File: src/rtl/gpio_clk_sched_pkg.sv
// Shared constants and FSM encoding for the divided-clock scheduler.
package gpio_clk_pkg;
    localparam int DEF_NUM_REQ = 4;
    localparam int DEF_WIDTH   = 24;
    localparam int DEF_LEN_W   = 16;

    typedef enum logic [1:0] {
        IDLE = 2'd0,
        RUN  = 2'd1,
        DONE = 2'd2
    } state_t;
endpackage

File: src/rtl/gpio_clk_sched_if.sv
// Requester/scheduler signal bundle; master drives requests, slave answers.
interface gpio_clk_sched_if #(
    parameter int NUM_REQ = gpio_clk_pkg::DEF_NUM_REQ,
    parameter int WIDTH   = gpio_clk_pkg::DEF_WIDTH,
    parameter int LEN_W   = gpio_clk_pkg::DEF_LEN_W
);
    logic [NUM_REQ-1:0]            req;
    logic [NUM_REQ-1:0][WIDTH-1:0] div;
    logic [NUM_REQ-1:0][LEN_W-1:0] len;
    logic [NUM_REQ-1:0]            grant;
    logic                          sclk;
    logic                          sclk_rise;
    logic                          sclk_fall;
    logic                          busy;
    logic [NUM_REQ-1:0]            done;
    logic                          aborted;

    modport master (
        output req, div, len,
        input  grant, sclk, sclk_rise, sclk_fall, busy, done, aborted
    );
    modport slave (
        input  req, div, len,
        output grant, sclk, sclk_rise, sclk_fall, busy, done, aborted
    );
endinterface

File: src/rtl/gpio_div_tick.sv
// Half-period down-counter: tc fires on the enabled cycle where the count is zero,
// and the counter reloads itself on that same edge.
module gpio_div_tick #(
    parameter int WIDTH = gpio_clk_pkg::DEF_WIDTH
) (
    input  logic             clk,
    input  logic             rst,
    input  logic             load,
    input  logic             en,
    input  logic [WIDTH-1:0] load_val,
    output logic             tc
);
    logic [WIDTH-1:0] cnt;

    assign tc = en && (cnt == '0);

    always_ff @(posedge clk or posedge rst) begin
        if (rst)       cnt <= '0;
        else if (load) cnt <= load_val;
        else if (en)   cnt <= tc ? load_val : cnt - 1'b1;
    end
endmodule

File: src/rtl/gpio_clk_sched.sv
// Round-robin arbiter handing one shared divided clock (sclk) to a requester
// for a burst of len full periods, with abort on request drop.
module gpio_clk_sched
    import gpio_clk_pkg::*;
#(
    parameter int NUM_REQ = DEF_NUM_REQ,
    parameter int WIDTH   = DEF_WIDTH,
    parameter int LEN_W   = DEF_LEN_W
) (
    input  logic             clk,
    input  logic             rst,
    gpio_clk_sched_if.slave  bus
);
    localparam int IDX_W = (NUM_REQ > 1) ? $clog2(NUM_REQ) : 1;

    state_t             state, state_nxt;
    logic [IDX_W-1:0]   last_grant, gnt_idx, win_idx, cand;
    logic               win_vld;
    logic [NUM_REQ-1:0] grant;
    logic [WIDTH-1:0]   div_r, load_val;
    logic [LEN_W-1:0]   len_r, fall_cnt;
    logic               sclk, sclk_rise, sclk_fall, aborted_r;
    logic               take, cnt_load, cnt_en, tc, tog, abort;

    // A divisor of 0 behaves as 1, i.e. a reload value of 0.
    function automatic logic [WIDTH-1:0] half_reload(input logic [WIDTH-1:0] d);
        return (d == '0) ? '0 : d - 1'b1;
    endfunction

    // Search starts one past the last winner and wraps.
    always_comb begin
        win_vld = 1'b0;
        win_idx = '0;
        cand    = '0;
        for (int i = 0; i < NUM_REQ; i++) begin
            cand = IDX_W'((int'(last_grant) + 1 + i) % NUM_REQ);
            if (!win_vld && bus.req[cand]) begin
                win_vld = 1'b1;
                win_idx = cand;
            end
        end
    end

    assign load_val = (state == IDLE) ? half_reload(bus.div[win_idx]) : half_reload(div_r);

    gpio_div_tick #(.WIDTH(WIDTH)) u_tick (
        .clk      (clk),
        .rst      (rst),
        .load     (cnt_load),
        .en       (cnt_en),
        .load_val (load_val),
        .tc       (tc)
    );

    always_comb begin
        state_nxt = state;
        take      = 1'b0;
        cnt_load  = 1'b0;
        cnt_en    = 1'b0;
        tog       = 1'b0;
        abort     = 1'b0;
        case (state)
            IDLE: if (win_vld) begin
                take      = 1'b1;
                cnt_load  = 1'b1;
                state_nxt = RUN;
            end
            RUN: begin
                if (!bus.req[gnt_idx]) begin
                    abort     = 1'b1;
                    state_nxt = DONE;
                end else if (len_r == '0) begin
                    state_nxt = DONE;
                end else begin
                    cnt_en = 1'b1;
                    if (tc) begin
                        tog = 1'b1;
                        if (sclk && (fall_cnt + 1'b1) == len_r) state_nxt = DONE;
                    end
                end
            end
            DONE:    state_nxt = IDLE;
            default: state_nxt = IDLE;
        endcase
    end

    always_ff @(posedge clk or posedge rst) begin
        if (rst) begin
            state      <= IDLE;
            last_grant <= IDX_W'(NUM_REQ - 1);
            gnt_idx    <= '0;
            grant      <= '0;
            div_r      <= '0;
            len_r      <= '0;
            fall_cnt   <= '0;
            sclk       <= 1'b0;
            sclk_rise  <= 1'b0;
            sclk_fall  <= 1'b0;
            aborted_r  <= 1'b0;
        end else begin
            state     <= state_nxt;
            sclk_rise <= 1'b0;
            sclk_fall <= 1'b0;
            aborted_r <= 1'b0;
            if (take) begin
                gnt_idx  <= win_idx;
                grant    <= NUM_REQ'(1) << win_idx;
                div_r    <= bus.div[win_idx];
                len_r    <= bus.len[win_idx];
                fall_cnt <= '0;
                sclk     <= 1'b0;
            end
            if (tog) begin
                sclk      <= ~sclk;
                sclk_rise <= ~sclk;
                sclk_fall <= sclk;
                if (sclk) fall_cnt <= fall_cnt + 1'b1;
            end
            // Abort parks sclk low silently: no fall pulse for the cut-short phase.
            if (abort) begin
                sclk      <= 1'b0;
                aborted_r <= 1'b1;
            end
            if (state == DONE) begin
                grant      <= '0;
                last_grant <= gnt_idx;
            end
        end
    end

    assign bus.grant     = grant;
    assign bus.sclk      = sclk;
    assign bus.sclk_rise = sclk_rise;
    assign bus.sclk_fall = sclk_fall;
    assign bus.busy      = (state != IDLE);
    assign bus.done      = (state == DONE) ? grant : '0;
    assign bus.aborted   = aborted_r;
endmodule

File: src/flat_wrapper.sv
// flat-port wrapper written by rule: the top's interface ports become plain ports
module gpio_clk_sched_flat import gpio_clk_pkg::*;
#(
    parameter int NUM_REQ = DEF_NUM_REQ,
    parameter int WIDTH   = DEF_WIDTH,
    parameter int LEN_W   = DEF_LEN_W
)
  (clk, rst, bus_req, bus_div, bus_len, bus_grant, bus_sclk, bus_sclk_rise, bus_sclk_fall, bus_busy, bus_done, bus_aborted);
  gpio_clk_sched_if #(.NUM_REQ(NUM_REQ), .WIDTH(WIDTH), .LEN_W(LEN_W)) bus_i ();
  input  logic clk;
  input  logic rst;
  input wire logic [$bits(bus_i.req)-1:0] bus_req;
  input wire logic [$bits(bus_i.div)-1:0] bus_div;
  input wire logic [$bits(bus_i.len)-1:0] bus_len;
  output wire logic [$bits(bus_i.grant)-1:0] bus_grant;
  output wire logic [$bits(bus_i.sclk)-1:0] bus_sclk;
  output wire logic [$bits(bus_i.sclk_rise)-1:0] bus_sclk_rise;
  output wire logic [$bits(bus_i.sclk_fall)-1:0] bus_sclk_fall;
  output wire logic [$bits(bus_i.busy)-1:0] bus_busy;
  output wire logic [$bits(bus_i.done)-1:0] bus_done;
  output wire logic [$bits(bus_i.aborted)-1:0] bus_aborted;
  assign bus_i.req = bus_req;
  assign bus_i.div = bus_div;
  assign bus_i.len = bus_len;
  assign bus_grant = bus_i.grant;
  assign bus_sclk = bus_i.sclk;
  assign bus_sclk_rise = bus_i.sclk_rise;
  assign bus_sclk_fall = bus_i.sclk_fall;
  assign bus_busy = bus_i.busy;
  assign bus_done = bus_i.done;
  assign bus_aborted = bus_i.aborted;
  gpio_clk_sched #(.NUM_REQ(NUM_REQ), .WIDTH(WIDTH), .LEN_W(LEN_W)) u_core (.clk(clk), .rst(rst), .bus(bus_i));
endmodule
File: config.mk
export PLATFORM = sky130hd
export DESIGN_NAME = gpio_clk_sched_flat
export DESIGN_NICKNAME = d
export VERILOG_FILES = /design/src/rtl/gpio_clk_sched_pkg.sv /design/src/rtl/gpio_clk_sched_if.sv /design/src/rtl/gpio_div_tick.sv /design/src/rtl/gpio_clk_sched.sv /design/src/flat_wrapper.sv
export SDC_FILE = /design/constraint.sdc
export NUM_CORES = 1
export LEC_CHECK = 0
export ABC_AREA = 1
export CAP_MARGIN = 20
export CORE_MARGIN = 4
export CORE_UTILIZATION = 53
export CTS_BUF_LIST = sky130_fd_sc_hd__clkbuf_4
export CTS_CLUSTER_SIZE = 20
export DETAILED_ROUTE_END_ITERATION = 8
export PLACE_DENSITY = 0.82
export SYNTH_ARGS = -nofsm -noshare
export SYNTH_HDL_FRONTEND = slang
export SYNTH_SLANG_ARGS = --single-unit
File: constraint.sdc
create_clock -name clk -period 3.4 [get_ports clk]
set_clock_uncertainty 0.15 [all_clocks]
set_input_delay 0.34 -clock clk [delete_from_list [all_inputs] [get_ports clk]]
set_output_delay 0.34 -clock clk [all_outputs]
set_load 0.1 [all_outputs]
==> impl_metrics.env <==
export IMPL_track_usage=0.288
export IMPL_drive_gt1_frac=0.128
export IMPL_final_net_count=1747
export IMPL_synth_edff_count=0
export IMPL_cts_sinks=94
export IMPL_io_buffer_count=178
export IMPL_hold_class="primary input to async pin"
export IMPL_die_h_um=132
export IMPL_yosysMostFrequentCell="nand2_1"
export IMPL_end_kind="flip-flop"
export IMPL_final_max_slew_violation_count=0
export IMPL_fillers=1263
export IMPL_cp_required_ps=3640
export IMPL_fin_util=0.728
export IMPL_cts_buffers_inserted=9
export IMPL_drc=0
export IMPL_fin_area_um2=11000
export IMPL_place_gp_congestion=0.993
export IMPL_syn_nets=1526
export IMPL_cts_tree="yes"
export IMPL_start_util=0.540
export IMPL_status="complete, no violations"
export IMPL_dr_total_vias=9490
export IMPL_drv_cap=0
export IMPL_antenna_found_initial=1
export IMPL_critical_path_max_fanout=16
export IMPL_synth_seq_area_share=0.288
export IMPL_wire_per_inst_um=14.8
export IMPL_first_pass_iters=5
export IMPL_hpwl_um=20000
export IMPL_path_clk_slew_ps=150
export IMPL_crit_top_cell="nand2_1"
export IMPL_syn2layout_area_growth_pct=34.8
export IMPL_rows=45
export IMPL_yosys_top_cells_count="nand2_1, inv_1, nor2_1"
export IMPL_cp_arrival_ps=3560
export IMPL_grt_max_degree=52
export IMPL_fmax_ghz=0.301
export IMPL_cts_root_buf="clkbuf_4"
export IMPL_grt_pass1_wl_um=41800
export IMPL_crit_slowest_cell="dfstp_2"
export IMPL_fin_crit_ps=3320
export IMPL_synth_main_ff_cell="dfrtp_1"
export IMPL_overflow=0
export IMPL_htreeDepth=3
export IMPL_rsz0062_at_grt="yes"
export IMPL_setup_slack_ps=80.4
export IMPL_multi_input_area_um2=5060
export IMPL_startpoint_type="flip-flop"
export IMPL_syn_area_per_cell_um2=6.03
export IMPL_path_cells="buf_12 > nand2_1 > nand2_2 > nand2_1 > nand2_2 > nand2_4 > nand3_4 > buf_12 > nand2_2 > nor2_4 > buf_12 > nand2_1 > nand3_1 > nand2_2 > nor2_4 > nand2_1 > nor2_2 > nand3_2 > nand2_4 > buf_6 > nor2_1 > o21bai_1 > nand2_1"
export IMPL_async_flop_share=1.00
export IMPL_clock_tree_buffer_depth=2
export IMPL_crit_family="simple AND/OR/NAND/NOR gates"
export IMPL_dr_first_iter_drc_count=772
export IMPL_setup_viol=0
export IMPL_worst_slew_pin_slew_ps=1030
export IMPL_period_share=0.976
export IMPL_worstSkewPairLatency_ps=490
export IMPL_core_area_um2=15100
export IMPL_ys_warnings_count=0
export IMPL_syn_instance_count=1356
export IMPL_synth_seq_cells=94
export IMPL_routed_wl_um=26100
export IMPL_seq_area_um2=2350
export IMPL_syn_cell_area_um2=8180
export IMPL_crit_type="flip-flop to flip-flop"
export IMPL_synth_top_area_cell="dfrtp_1"
export IMPL_grt_pass1_vias=8751
export IMPL_ys_types=41
export IMPL_synth_area_leaders="dfrtp_1, nand2_1, inv_1"
export IMPL_ant_nets=0
export IMPL_synth_top_cell_area_share=0.281
export IMPL_dieArea_um2=17500
export IMPL_worst_path_buf_inv=4
export IMPL_post_drt_via_cell_ratio=5.36
export IMPL_placed_cell_area_um2=10500
export IMPL_io_pins=179
export IMPL_pre_cts_slack_ps=-110
export IMPL_die_width_um=132
export IMPL_max_stage_delay_ps=640
export IMPL_finalHoldViolCount=0
export IMPL_relSlewSlack=0.310
==> cell type report <==
cell class | count | area share
Sequential cell | 94 | 0.214
Multi-Input combinational cell | 1030 | 0.459
Tap cell | 188 | 0.0213
Inverter | 181 | 0.0629
Antenna cell | 1 | 0.000227
Timing Repair Buffer | 261 | 0.231
Clock buffer | 9 | 0.00613
Clock inverter | 7 | 0.00647
==> logic make-up (layout without fill, tap and decap cells) <==
kind of cell,after synthesis,in the layout,share of synthesized area
AND/OR/NAND/NOR,840,840,0.445
buffers and inverters,232,458,0.120
AO/OA/AOI/OAI,145,145,0.0974
flip-flops,94,94,0.288
XOR/XNOR,40,40,0.0428
adder cells (fa/ha/maj),4,4,0.00612
multiplexers,1,1,0.00138
other,0,1,0
==> cell usage in the layout (no fill, tap or decap), types with 16 or more instances in the layout <==
master             n
nand4_1           53
buf_4             71
inv_1            169
a21oi_1           25
nand2_1          462
nand3_1           96
xor2_1            28
clkdlybuf4s50_1  174
dfrtp_1           92
o21ai_0           75
o22ai_1           16
nor2_1           123
nand2_2           29
==> worst reg2reg max path, stage by stage, from the launching register on <==
cell	delay [ps]
dfstp_2	640
buf_12	140
nand2_1	60
nand2_2	110
nand2_1	90
nand2_2	120
nand2_4	80
nand3_4	90
buf_12	120
nand2_2	80
nor2_4	120
buf_12	150
nand2_1	60
nand3_1	110
nand2_2	110
nor2_4	160
nand2_1	100
nor2_2	120
nand3_2	110
nand2_4	130
buf_6	120
nor2_1	50
o21bai_1	140
nand2_1	60
==> timing repair <==
item                                    CTS  global route
setup buffers                             1            10
resized for setup                         0            74
pin swaps                                 0            20
endpoints found under the setup margin   10            24
hold buffers                              0             0
==> flip-flops by register name, summed over array words and instances (netlist names) <==
signal,count
u_core.bus.aborted,1
u_core.bus.grant,4
u_core.bus.sclk,1
u_core.bus.sclk_fall,1
u_core.bus.sclk_rise,1
u_core.div_r,24
u_core.fall_cnt,16
u_core.gnt_idx,2
u_core.last_grant,2
u_core.len_r,16
u_core.state,2
u_core.u_tick.cnt,24
==> worst paths after layout <==
path,cells past startpoint,slack (ps),from,end
worst max-delay path,23,80,u_core.last_grant[0]$_DFFE_PP1N_,u_core.u_tick.cnt[14]$_DFFE_PP0P_
worst max register to register,23,80,u_core.last_grant[0]$_DFFE_PP1N_,u_core.u_tick.cnt[14]$_DFFE_PP0P_
max in group asynchronous,3,2220,rst,u_core.div_r[15]$_DFFE_PP0P_
worst min-delay path,2,160,rst,u_core.bus.sclk_rise$_DFF_PP0_
min in group clk,3,330,bus_len[37],u_core.len_r[5]$_DFFE_PP0P_
worst min register to register,2,350,u_core.u_tick.cnt[14]$_DFFE_PP0P_,u_core.u_tick.cnt[14]$_DFFE_PP0P_
==> per-layer routing <==
metal / wire length [um] / vias to the layer above / GRT usage
met2: 12200 / 384 / 0.468
met5: 0 / - / 0
li1: - / 4748 / -
met1: 11300 / 4301 / 0.391
met3: 1930 / 57 / 0.0477
met4: 737 / 0 / 0.0993
==> through the flow <==
stage,setup TNS [ps],hold slack [ps],std cells
floorplan,0,299,1356
global placement,-12.4,312,1743
detailed placement,-1220,316,1743
CTS,0,204,1760
global route,-2570,259,1771
finish,0,161,1771
Power is left out: the tool's default activity adds up to more than one toggle a clock period on the data nets, which glitch-free logic cannot reach.
